## config.mk

```make
export PLATFORM = sky130hd
export DESIGN_NAME = game_controller
export DESIGN_NICKNAME = d
export VERILOG_FILES = /design/src/rtl/game_controller.sv
export SDC_FILE = /design/constraint.sdc
export NUM_CORES = 1
export LEC_CHECK = 0
export CAP_MARGIN = 20
export CORE_ASPECT_RATIO = 0.9
export CORE_MARGIN = 4
export CORE_UTILIZATION = 43
export CTS_BUF_LIST = sky130_fd_sc_hd__clkbuf_8
export CTS_CLUSTER_SIZE = 40
export DETAILED_ROUTE_END_ITERATION = 10
export GPL_TIMING_DRIVEN = 0
export PLACE_DENSITY = 0.83
export SLEW_MARGIN = 5
export SYNTH_ARGS = -nofsm -noshare
export SYNTH_HDL_FRONTEND = slang
export SYNTH_SLANG_ARGS = --single-unit
export TNS_END_PERCENT = 30
```

## constraint.sdc

```tcl
create_clock -name clk -period 1.6 [get_ports clk]
set_input_delay 0.24 -clock clk [delete_from_list [all_inputs] [get_ports clk]]
set_output_delay 0.24 -clock clk [all_outputs]
set_load 0.05 [all_outputs]
```

## src/rtl/game_controller.sv

```systemverilog
// game_controller: turn-based game sequencer driving a compare/move datapath.
// Optional SELECT-state turn timer is enabled by defining TURN_TIMER_EN.
module game_controller #(
  parameter int CMP_LAT = 1,
  parameter int TIMEOUT = 50000000
) (
  input  logic       clk,
  input  logic       rst,
  input  logic       start,
  input  logic [2:0] N,
  input  logic       sel_valid,
  input  logic [3:0] sel_tile,
  input  logic       go,
  input  logic       W,
  output logic [3:0] position_data,
  output logic       A,
  output logic       D,
  output logic       statecombo_next_turn,
  output logic [1:0] turn,
  output logic       game_over,
  output logic [1:0] winner,
  output logic [2:0] state
);
  typedef enum logic [2:0] {
    IDLE = 3'd0, SELECT = 3'd1, COMPARE = 3'd2, MOVE = 3'd3,
    WINCHK = 3'd4, PASS = 3'd5, OVER = 3'd6
  } st_t;
  localparam int CW = CMP_LAT > 1 ? $clog2(CMP_LAT + 1) : 1;
  st_t st;
  logic [2:0] n;
  logic [CW-1:0] cnt;
  logic legal;
  logic [2:0] inc;
  logic [1:0] turn_nx;
  logic expired;
  assign state = st;
  assign legal = (N >= 3'd2) && (N <= 3'd4);
  assign inc = {1'b0, turn} + 3'd1;
  assign turn_nx = (inc >= n) ? 2'd0 : inc[1:0];
`ifdef TURN_TIMER_EN
  localparam int TW = $clog2(TIMEOUT + 1);
  logic [TW-1:0] tmr;
  assign expired = (tmr == TW'(TIMEOUT - 1));
  // Counts only while idling in SELECT, so it is zero on every SELECT entry.
  always_ff @(posedge clk or negedge rst)
    if (!rst) tmr <= '0;
    else tmr <= (st == SELECT && !sel_valid) ? tmr + 1'b1 : '0;
`else
  logic unused_timeout;
  assign expired = 1'b0;
  assign unused_timeout = ^TIMEOUT;
`endif
  always_ff @(posedge clk or negedge rst) begin
    if (!rst) begin
      st <= IDLE;
      n <= '0;
      cnt <= '0;
      turn <= '0;
      winner <= '0;
      position_data <= '0;
      A <= 1'b0;
      D <= 1'b0;
      statecombo_next_turn <= 1'b0;
      game_over <= 1'b0;
    end else begin
      A <= 1'b0;
      D <= 1'b0;
      statecombo_next_turn <= 1'b0;
      case (st)
        IDLE, OVER: if (start && legal) begin
          st <= SELECT;
          turn <= '0;
          n <= N;
          game_over <= 1'b0;
        end
        SELECT: if (sel_valid) begin
          position_data <= sel_tile;
          A <= 1'b1;
          cnt <= '0;
          st <= COMPARE;
        end else if (expired) begin
          statecombo_next_turn <= 1'b1;
          turn <= turn_nx;
          st <= PASS;
        end
        COMPARE: if (cnt == CW'(CMP_LAT)) begin
          if (go) begin
            D <= 1'b1;
            st <= MOVE;
          end else begin
            statecombo_next_turn <= 1'b1;
            turn <= turn_nx;
            st <= PASS;
          end
        end else cnt <= cnt + 1'b1;
        MOVE: st <= WINCHK;
        WINCHK: if (W) begin
          winner <= turn;
          game_over <= 1'b1;
          st <= OVER;
        end else st <= SELECT;
        PASS: st <= SELECT;
        default: st <= IDLE;
      endcase
    end
  end
endmodule

```

==> flow_metrics.tcl, run 1 <==
set metrics [dict create \
    clockBufferDepth 2 \
    p_total_mw 2.66 \
    ys_warn_count 0 \
    syn_nets 98 \
    grt_use_met2_pct 28.3 \
    power_frac_comb_pct 57.3 \
    place.gp.congestion 0.833 \
    syn_area_um2 935 \
    r2r_slack_ps -100 \
    use_met3_pct 4.93 \
    finish.net_count 137 \
    drt-pass1-iter-count 4 \
    dpl.hpwl_um 1490 \
    path_max_fanout 5 \
    p_sw_mw 1.24 \
    setup_viol 4 \
    p_int_mw 1.42 \
    path_cells "ha_1, nand2b_1, a21o_4, a2111oi_4, mux2_4" \
    fmax_mhz 589 \
    syn_inst 81 \
    synth_top_area_cell "dfrtp_1" \
    grt_util_met1_pct 20.4 \
    async_flop_share_pct 100 \
    tritoncts "yes" \
    totalWireLength_um 2290 \
    vias 760 \
    status "finished with violations" \
    rr_endpoint "turn[0]" \
    clock-root-buffer "clkbuf_8" \
    period_share_pct 106 \
    numCtsBuffers 3 \
    yosysSeqAreaShare_pct 50.9 \
    synthTopCellsByCount "19 x dfrtp_1, 8 x mux2_2, 8 x nor2_1, 5 x inv_1" \
    grt.busiest_layer "met2" \
    slew_viol_final 0 \
    via_per_inst 5.28 \
    ir_drop_mv 1.04 \
    core_mm2 0.00199 \
    crit_type "reg -> reg" \
    critPathLaunch "turn[0]" \
    die_w_um 57.1 \
    seqPwrFrac_pct 30.4 \
    cts.clk_slew.worst_paths_ps 70 \
    crit_slowest_cell "dfrtp_2" \
    drive_gt1_share_pct 32.8 \
    synth-main-ff-cell "dfrtp_1" \
    ctsHtreeMaxLevel 1 \
    grt_max_degree 20 \
    worstSkewPairLatency_ps 260 \
    holdPathStages 2 \
    cap_violations 0 \
    post-route-worst-setup-slack_ps -97.0 \
    nFillCells 152 \
    cts_sinks 19 \
    p_leak_nw 0.685 \
    r2r_start "turn[0]" \
    rsz0062_at_grt "yes" \
    ys_seq_elements 19 \
    gr-total-overflow 0 \
    synth_edf_count 0 \
    dp_slack_ps -513 \
    synthMostInstantiatedCell "dfrtp_1" \
    slew_headroom_pct 43.2 \
    initial_core_util_pct 47.0 \
    worstSetupStartpointType "flop" \
    grt_pass1_vias 776 \
    syn_to_final_growth_pct 52.7 \
    post-route-drc-count 0 \
    synthTopCellsByArea "dfrtp_1 51%, mux2_2 9.6%, ha_1 5.4%, mux2i_1 4.3%, nor2_1 3.2%" \
    hold_viol 0 \
    hold_end "n[1]" \
    r2r_cells 5 \
    numPortBuffers 27 \
    synthDistinctLibCells 27 \
    first_iter_violations 23 \
    post_drt_wl_per_cell_um 15.9 \
    track_usage_pct 16.6 \
    dieHeight_um 52.2 \
    cp.arrival_ps 1890 \
    hold_path.class "in -> reg" \
    pwr-share-clk_pct 12.3 \
    fin_worst_skew_ps 7.20 \
    min_period_ps 1700 \
    synth_area_per_cell_um2 11.5 \
    hp-start "N[2]" \
    synth_top_area_share_pct 50.9 \
    ios 28 \
    grt_pass1_wl_um 3730 \
    num_antenna_cells 0 \
    powerDensity_mw_per_mm2 1860 \
    hold_buffers 0 \
    end_kind "flop" \
    max_slew.worst_pin.slew_ps 850 \
    slowest_delay_ps 450 \
    rows 15 \
    cp.required_ps 1790 \
    violations "setup timing" \
    postRouteAntennaNets 0 \
    swShare_pct 46.6 \
    dieArea_mm2 0.00298 \
    antenna_found_initial 0 \
]
through the flow:
stage / area, µm² / cells / hold WS, ps / setup TNS [ps] / utilization, %
3_3_place_gp: 1280 / 133 / 480 / -2990 / 64.2
3_5_place_dp: 1280 / 133 / 487 / -3280 / 64.2
2_1_floorplan: 975 / 81 / -55.6 / -797 / -
5_1_grt: 1430 / 144 / 414 / -445 / 71.8
4_1_cts: 1390 / 144 / 377 / -271 / 69.8
6_report: 1430 / 144 / 381 / -257 / 71.8
power by group through the flow:
| stage | Sequential [mW] | Clock, mW | Combinational, mW |
|---|---|---|---|
| after floorplan | 1.25 | 0 | 0.523 |
| final | 0.809 | 0.326 | 1.52 |
| after CTS | 0.802 | 0.331 | 1.40 |
| after detailed placement | 0.816 | 0 | 1.38 |
| after global routing | 0.842 | 0.356 | 1.62 |
| after global placement | 0.806 | 0 | 1.35 |
worst max-delay path by stage:
stage | endpoint | slack (ps) | cells after the start
floorplan | turn[0] | -170 | 5
global placement | n[2] | -500 | 5
detailed placement | n[2] | -510 | 5
CTS | turn[1] | -140 | 5
global route | turn[0] | -160 | 5
finish | turn[0] | -100 | 5
critical path, delay by kind of cell, from the launching register on:
kind | cells | cell delay [ps]
AOI/OAI and AO/OA | 2 | 530
adders and majority gates | 1 | 300
DFF | 1 | 450
muxes | 1 | 190
and+or+nand+nor | 1 | 160
routing by layer:
layer	part of all wire [%]	vias up	wire length [µm]
met5	0	-	0
met4	1.4	0	33
met3	5.6	4	129
met2	51	19	1180
met1	41	370	948
li1	-	367	-
cells in the final DEF (no fill, tap or decap), drive strengths merged:
cell / count
a2111oi: 2
a21o: 2
a21oi: 4
a221oi: 1
a31oi: 1
a32o: 1
and2b: 1
buf: 9
clkbuf: 4
clkdlybuf4s50: 9
dfrtp: 19
dlygate4sd2: 17
ha: 4
inv: 6
mux2: 10
mux2i: 4
nand2: 3
nand2b: 2
nand3: 1
nor2: 8
nor2b: 2
nor3: 1
nor3b: 1
o21ai: 4
o31ai: 1
or2b: 1
or4b: 1
kinds of logic (layout without fill, tap and decap cells):
family,after synthesis,in the layout,share of synthesized area (%)
buffers and inverters,7,45,2.94
and+or+nand+nor,21,21,12.8
AOI/OAI and AO/OA,16,16,11.6
DFF,19,19,50.9
muxes,14,14,16.3
adders and majority gates,4,4,5.35
state kept, by name (all words and copies together) (netlist names):
signal / cells
position_data: 4
n: 3
state: 3
turn: 2
winner: 2
A: 1
D: 1
cnt: 1
game_over: 1
statecombo_next_turn: 1
cell type report:
class,instances,area [µm²],share of cell area (%)
plain buffers,2,15.0,1.05
inverters,5,18.8,1.31
repair buffers,34,300,21.0
clock inverters,1,3.75,0.263
clock buffers,3,41.3,2.89
multi-input cells,55,537,37.6
well taps,25,31.3,2.19
flip-flops and latches,19,480,33.7
repair_timing:
item                       in CTS  in global routing
setup endpoints to repair      24                  8
setup buffers                   7                  0
pin swaps                       5                  1
resized for setup              28                  8
(Power assumes the default switching activity.)
==> inputs of run 2 (changes only) <==
==> constraint.sdc (replaced) <==
create_clock -name clk -period 1.41 [get_ports clk]
set_input_delay 0.2115 -clock clk [delete_from_list [all_inputs] [get_ports clk]]
set_output_delay 0.2115 -clock clk [all_outputs]
set_load 0.05 [all_outputs]
==> flow_metrics.tcl, run 2 (same netlist as run 1, synthesis figures left out) <==
set metrics [dict create \
    crit_top_cell "ha_4" \
    grt.busiest_layer "met2" \
    tritoncts "yes" \
    gr-total-overflow 0 \
    die_w_um 57.1 \
    r2r_start "turn[0]" \
    path_cells "ha_4, ha_4, a21o_4, a2111oi_4, mux2_4" \
    cts.clk_slew.worst_paths_ps 70 \
    largest_reg_flops 4 \
    num_antenna_cells 0 \
    crit_type "reg -> reg" \
    numPortBuffers 27 \
    use_met3_pct 4.93 \
    final.setup.tns_ps -1680 \
    post-route-worst-setup-slack_ps -287 \
    mostFrequentLayoutCells "15 x dlygate4sd2_1, 14 x dfrtp_1, 9 x clkdlybuf4s50_1, 6 x nor2_1, 6 x mux2_2" \
    fin_worst_skew_ps 5.96 \
    vias 751 \
    crit_end "turn[1]" \
    seqPwrFrac_pct 30.3 \
    cp.arrival_ps 1880 \
    r2r_cells 5 \
    grt_util_met1_pct 18.8 \
    post-route-drc-count 0 \
    swShare_pct 46.4 \
    p_leak_nw 0.674 \
    post_drt_wl_per_cell_um 16.3 \
    min_period_ps 1700 \
    numCtsBuffers 3 \
    end_kind "flop" \
    cp.required_ps 1600 \
    hold_viol 0 \
    final_common_cell "dlygate4sd2_1" \
    fmax_mhz 589 \
    design_area_mm2 0.00144 \
    hold_buffers 0 \
    critPathLaunch "turn[0]" \
    pwr-share-clk_pct 11.9 \
    worstSetupStartpointType "flop" \
    dieHeight_um 52.2 \
    place.gp.congestion 0.833 \
    cap_violations 0 \
    path_max_fanout 5 \
    dpl.hpwl_um 1490 \
    setup_viol 10 \
    slew_headroom_pct 44.1 \
    hold_path.class "in -> reg" \
    nFillCells 145 \
    syn_to_final_growth_pct 53.5 \
    grt_use_met2_pct 27.4 \
    rr_endpoint "turn[1]" \
    finish.net_count 136 \
    rows 15 \
    antenna_found_initial 0 \
    first_iter_violations 12 \
    ir_drop_mv 1.12 \
    p_sw_mw 1.42 \
    rsz0062_at_grt "yes" \
    crit_slowest_cell "dfrtp_2" \
    drt-pass1-iter-count 4 \
    seq_area_um2 482 \
    status "finished with violations" \
    powerDensity_mw_per_mm2 2140 \
    worstSkewPairLatency_ps 250 \
    place_area_mm2 0.00128 \
    totalWireLength_um 2330 \
    cts_sinks 19 \
    postRouteAntennaNets 0 \
    multi_input_area_um2 551 \
    ctsHtreeMaxLevel 1 \
    power_frac_comb_pct 57.8 \
    via_per_inst 5.25 \
    grt_pass1_vias 764 \
    grt_max_degree 20 \
    core_mm2 0.00199 \
    grt_pass1_wl_um 3640 \
    drive_gt1_share_pct 38.1 \
    r2r_slack_ps -290 \
    track_usage_pct 16.1 \
    max_slew.worst_pin.slew_ps 836 \
    slowest_delay_ps 450 \
    slew_viol_final 0 \
    clockBufferDepth 2 \
    ios 28 \
    clock-root-buffer "clkbuf_8" \
    violations "setup timing" \
    p_int_mw 1.64 \
    dieArea_mm2 0.00298 \
    initial_core_util_pct 47.0 \
    top_register "position_data" \
    period_share_pct 120 \
]
==> run 2: worst min path at each step <==
stage,slack [ps],cells after the start,startpoint,to
after floorplan,-80,0,rst,A
after global placement,480,1,n[2],n[2]
after detailed placement,490,1,n[2],n[2]
after CTS,350,2,N[2],n[1]
after global routing,400,2,N[2],n[1]
final,380,2,N[2],n[1]
==> run 2: layout make-up <==
cell class,instances,area share [%]
multi-input combinational,55,38.4
buffer,2,1.13
inverter,5,1.31
sequential,19,33.6
clock inverter,1,0.262
tap,25,2.18
clock buffer,3,2.88
timing repair buffer,33,20.3
==> run 2: stage by stage <==
stage / power [mW] / hold WS, ps / setup WS [ps] / instances / utilization [%]
CTS: 2.95 / 348 / -317 / 141 / 70.4
global route: 3.26 / 405 / -354 / 143 / 72.1
global placement: 2.44 / 480 / -664 / 133 / 64.2
finish: 3.07 / 383 / -287 / 143 / 72.1
floorplan: 2.01 / -84.1 / -360 / 81 / -
detailed placement: 2.50 / 487 / -674 / 133 / 64.2
==> run 2: power by group through the flow <==
stage | clock (mW) | sequential [mW] | combinational, mW
finish | 0.364 | 0.929 | 1.77
global route | 0.409 | 0.963 | 1.89
CTS | 0.376 | 0.919 | 1.66
detailed placement | 0 | 0.926 | 1.57
global placement | 0 | 0.914 | 1.53
floorplan | 0 | 1.41 | 0.593
==> run 2: timing repair <==
action                     4_1_cts  5_1_grt
pin swaps                        2        0
buffers inserted                 4        2
setup endpoints to repair       28       15
gates resized for setup         39        7
==> run 2: critical path, delay by kind of cell (launching register included) <==
family,cells,cell delay (ps)
multiplexers,1,200
adder cells (fa/ha/maj),2,480
AO/OA/AOI/OAI,2,510
flip-flops,1,450
==> run 2: routing by layer <==
metal,share of wire (%),vias up
met5,0,-
met4,0.99,0
met3,6.4,2
met2,52,24
met1,41,362
li1,-,363
